[src/rtl/bus_master_ctrl.sv]
// Master-side burst sequencer: requests the bus, issues one beat per granted cycle with an
// incrementing address, then releases the request (held one extra cycle after a read burst).
module bus_master_ctrl #(
   parameter int unsigned AddrW = 8,
   parameter int unsigned DataW = 32,
   parameter int unsigned LenW  = 4
) (
   input  logic             clk_i,
   input  logic             rst_ni,
   input  logic             cmd_valid_i,
   output logic             cmd_ready_o,
   input  logic             cmd_wr_i,
   input  logic [AddrW-1:0] cmd_addr_i,
   input  logic [LenW-1:0]  cmd_len_i,
   input  logic [DataW-1:0] wdata_i,
   input  logic             wdata_valid_i,
   output logic             wdata_ready_o,
   output logic [DataW-1:0] rdata_o,
   output logic             rdata_valid_o,
   output logic             busy_o,
   output logic             m_request_o,
   input  logic             m_grant_i,
   output logic             m_en_o,
   output logic             m_wr_o,
   output logic [AddrW-1:0] m_addr_o,
   output logic [DataW-1:0] m_dout_o,
   input  logic [DataW-1:0] m_din_i
);

   typedef enum logic [1:0] {StIdle, StReq, StXfer, StRtail} state_e;

   state_e             state_q, state_d;
   logic               req_q, req_d;
   logic               wr_q, wr_d;
   logic [AddrW-1:0]   addr_q, addr_d;
   logic [LenW-1:0]    len_q, len_d;
   logic [LenW-1:0]    cnt_q, cnt_d;
   logic               rd_pend_q;
   logic [DataW-1:0]   rdata_q;
   logic               rdata_valid_q;
   logic               beat;

   // A write beat needs data in hand; a read beat only needs the grant.
   assign beat = (state_q == StXfer) && m_grant_i && (!wr_q || wdata_valid_i);

   always_ff @(posedge clk_i or negedge rst_ni) begin
      if (!rst_ni) begin
         state_q       <= StIdle;
         req_q         <= 1'b0;
         wr_q          <= 1'b0;
         addr_q        <= '0;
         len_q         <= '0;
         cnt_q         <= '0;
         rd_pend_q     <= 1'b0;
         rdata_q       <= '0;
         rdata_valid_q <= 1'b0;
      end else begin
         state_q       <= state_d;
         req_q         <= req_d;
         wr_q          <= wr_d;
         addr_q        <= addr_d;
         len_q         <= len_d;
         cnt_q         <= cnt_d;
         // Slave data for a read beat is on m_din the cycle after the beat.
         rd_pend_q     <= beat && !wr_q;
         rdata_valid_q <= rd_pend_q;
         if (rd_pend_q) begin
            rdata_q <= m_din_i;
         end
      end
   end

   always_comb begin
      state_d = state_q;
      req_d   = req_q;
      wr_d    = wr_q;
      addr_d  = addr_q;
      len_d   = len_q;
      cnt_d   = cnt_q;
      unique case (state_q)
         StIdle: begin
            if (cmd_valid_i) begin
               wr_d    = cmd_wr_i;
               addr_d  = cmd_addr_i;
               len_d   = cmd_len_i;
               cnt_d   = '0;
               req_d   = 1'b1;
               state_d = StReq;
            end
         end
         StReq: begin
            if (m_grant_i) begin
               state_d = StXfer;
            end
         end
         StXfer: begin
            if (beat) begin
               addr_d = addr_q + AddrW'(1);
               cnt_d  = cnt_q + LenW'(1);
               if (cnt_q == len_q) begin
                  if (wr_q) begin
                     req_d   = 1'b0;
                     state_d = StIdle;
                  end else begin
                     state_d = StRtail;
                  end
               end
            end
         end
         StRtail: begin
            req_d   = 1'b0;
            state_d = StIdle;
         end
         default: state_d = StIdle;
      endcase
   end

   assign cmd_ready_o   = (state_q == StIdle);
   assign busy_o        = (state_q != StIdle);
   assign m_request_o   = req_q;
   assign m_en_o        = beat;
   assign m_wr_o        = beat && wr_q;
   assign m_addr_o      = addr_q;
   assign m_dout_o      = wdata_i;
   assign wdata_ready_o = beat && wr_q;
   assign rdata_o       = rdata_q;
   assign rdata_valid_o = rdata_valid_q;

endmodule

[config.mk]
export PLATFORM = sky130hd
export DESIGN_NAME = bus_master_ctrl
export DESIGN_NICKNAME = d
export VERILOG_FILES = /design/src/rtl/bus_master_ctrl.sv
export SDC_FILE = /design/constraint.sdc
export NUM_CORES = 1
export LEC_CHECK = 0
export BUFFER_PORTS_ARGS = -buffer_cell sky130_fd_sc_hd__buf_2
export CAP_MARGIN = 20
export CORE_MARGIN = 2
export CORE_UTILIZATION = 46
export CTS_CLUSTER_DIAMETER = 80
export CTS_CLUSTER_SIZE = 28
export DETAILED_ROUTE_END_ITERATION = 16
export PLACE_DENSITY = 0.95
export SLEW_MARGIN = 20
export SYNTH_ARGS = -nofsm -noshare
export SYNTH_HDL_FRONTEND = slang
export SYNTH_SLANG_ARGS = --single-unit
export TNS_END_PERCENT = 50
[constraint.sdc]
create_clock -name clk_i -period 3.4 [get_ports clk_i]
set_input_delay 0.34 -clock clk_i [delete_from_list [all_inputs] [get_ports clk_i]]
set_output_delay 0.34 -clock clk_i [all_outputs]
set_load 0.02 [all_outputs]
==> results.cfg <==
[run_status]
outcome = finished, violations left
violations = hold timing

[min_path]
hp-class = in2async

[pwr]
fin_total_pwr_mw = 2.888
leakagePower_nw = 1.461
p_per_area_nw_per_um2 = 961.6
irDropWorstVdd_mv = 0.4281

[timing]
skew_ps = 8.765
drv_slew = 0
setup_viol = 0
tightest_slew_ps = 978.6
timing.final.crit_period_ps = 2072
setup-tns-final_ps = 0
rsz0062_at_grt = no
timing.fmax_mhz = 482.7
hold_slack_ps = -8.294
hold_viol_final = 11
max-slew-margin-rel = 0.3463
fin_crit_sh = 0.6094

[route]
wl_um = 4905
drcViolationCount = 0
via_per_inst = 5.033
dr.pass1.iters = 4
ant_nets = 0
vias = 1807
initialDrtViolationCount = 69
wl_per_cell_um = 13.66

[logic_synthesis]
yosys_warnings = 0
synth_nets = 306
ys_ff_latch = 54
yosysSeqAreaShare = 0.5172
syn_area_sq_um = 2613
syn_area_per_cell_sq_um = 11.77
netlist_instances = 222
ys_types = 36

[grt]
grt_first_pass_wirelength_um = 7734
grt_pass1_vias = 1725
grt_max_degree = 34
grt.overflow.total = 0
antenna_found_initial = 0
grt_usage = 0.1546

[critical_path]
cp-end-kind = flop
cp-start-kind = flop
crit_chain = nor2b_1, nand2_1, o32ai_1, a21oi_1
worstPathRequired_ps = 3560
slowest_stage = nor2b_1
crit_arrival_ps = 2240
slowest_delay_ps = 830
cp_max_fo = 15
path_class = reg2reg

[cells_and_area]
multi_input_area_sq_um = 937.1
final_cells = 359
antennaDiodeCount = 0
n_fill_cell = 488
final_util = 0.5453
area_delta_synth_final_pct = 14.94
seq_area_sq_um = 1351
drive_gt1_frac = 0.5157
nets = 370

[clocking]
ctsResizeCount = 0
worstSkewPairLatency_ps = 300
hold_buffers = 0
path_clk_slew_ps = 90
postCtsSetupRepairBufs = 0
cts.path.max_buffers = 2
clock-root-buffer = clkbuf_8
cts_tree = done
htree_levels = 2
cts.sinks = 54
cts_made_buffers = 5

[floorplan]
die_y_um = 79.36
die_area_sq_um = 6298
num_rows = 27
ioPinCount = 161
initial_core_util = 0.4744
core_area_sq_um = 5507
die_w_um = 79.36

[run]
drv_cap = 0

[place]
io_buffers = 96
placed_cells = 351
gp_congestion = 0.8821
post-dp-hpwl_um = 3759
==> worst paths after layout <==
| kind | from | to | slack (ps) | cells past startpoint |
|---|---|---|---|---|
| setup / recovery | state_q[1] | m_addr_o[6] | 1330 | 4 |
| hold / removal | rst_ni | cnt_q[2] | -8 | 1 |
| setup reg to reg | state_q[1] | m_addr_o[6] | 1330 | 4 |
| hold reg to reg | rdata_o[1] | rdata_o[1] | 510 | 1 |
| max in group asynchronous | rst_ni | rdata_o[16] | 2620 | 2 |
| min in group clk_i | cmd_wr_i | wr_q | 240 | 3 |
==> layout make-up <==
| class | instances | area share |
|---|---|---|
| clock buffer | 7 | 0.02542 |
| clock inverter | 1 | 0.01000 |
| inverter | 6 | 0.007500 |
| multi-input combinational | 121 | 0.3121 |
| sequential | 54 | 0.4500 |
| tap | 72 | 0.03000 |
| timing repair buffer | 98 | 0.1650 |
==> layout by cell type (no fill, tap or decap), drive strengths merged, types with 4 or more instances in the layout <==
master,synthesis,final
a21oi,9,9
buf,40,98
clkbuf,1,7
dfrtp,54,54
inv,6,6
mux2,36,36
nand2,16,16
nand3,8,8
nor2,7,7
o21ai,9,9
o22ai,4,4
xnor2,5,5
==> Yosys cell counts <==
cell,count,share of area
dfrtp_1,54,0.52
mux2_2,36,0.16
buf_4,34,0.098
nand2_1,15,0.022
a21oi_1,8,0.015
nand3_1,8,0.015
nor2_1,7,0.010
o21ai_0,7,0.013
inv_1,6,0.0086
xnor2_1,5,0.017
buf_2,4,0.0077
o22ai_1,4,0.0096
a2bb2oi_1,3,0.010
and3_1,3,0.0072
buf_6,2,0.0086
ha_1,2,0.0096
nand2b_1,2,0.0048
nor2b_1,2,0.0048
o21ai_2,2,0.0067
o32ai_1,2,0.0067
a21oi_2,1,0.0034
a22oi_1,1,0.0029
a31oi_1,1,0.0024
and2b_1,1,0.0029
and3b_4,1,0.0048
clkbuf_1,1,0.0014
mux2i_1,1,0.0038
nand2_4,1,0.0043
nand3b_1,1,0.0029
nor3_1,1,0.0019
nor3b_2,1,0.0048
nor4_1,1,0.0024
o32ai_2,1,0.0062
or3_1,1,0.0024
or3b_2,1,0.0034
xor2_1,1,0.0034
==> worst max-delay path: cells and delay by family (launching register included) <==
family	cells	cell delay [ps]
flip-flops	1	530
AND/OR/NAND/NOR	2	1000
AO/OA/AOI/OAI	2	410
==> cell families (layout without fill, tap and decap cells) <==
kind of cell / after synthesis / after routing / share of synthesized area
compound gates: 30 / 30 / 0.07664
xor+xnor: 6 / 6 / 0.02011
fa+ha+maj: 2 / 2 / 0.009577
buf+inv: 47 / 112 / 0.1240
flops: 54 / 54 / 0.5172
mux: 37 / 37 / 0.1590
simple gates: 46 / 46 / 0.09339
==> power breakdown <==
group | switching [mW] | internal [mW]
clock network | 0.193 | 0.220
logic | 0.749 | 0.566
registers | 0.217 | 0.942
total | 1.16 | 1.73
==> sequential cells by signal (all words and copies together) (netlist names), 2 cells and up <==
| name | flops |
|---|---|
| state_q | 2 |
| m_addr_o | 8 |
| len_q | 4 |
| rdata_o | 32 |
| cnt_q | 4 |
==> layer usage <==
metal	up-vias	share of wire	GRT usage
met5	-	0	0
met4	0	0.0092	0.04828
met3	9	0.077	0.03750
met2	90	0.51	0.2669
met1	844	0.41	0.1909
li1	864	-	-
==> stage by stage <==
stage / worst slack (ps) / cell area, sq um
3_5_place_dp: 1401 / 2897
6_report: 1328 / 3003
5_1_grt: 1101 / 3003
2_1_floorplan: 1903 / 2613
3_3_place_gp: 1613 / 2897
4_1_cts: 1399 / 3003
Power figures use the tool's default switching activity.
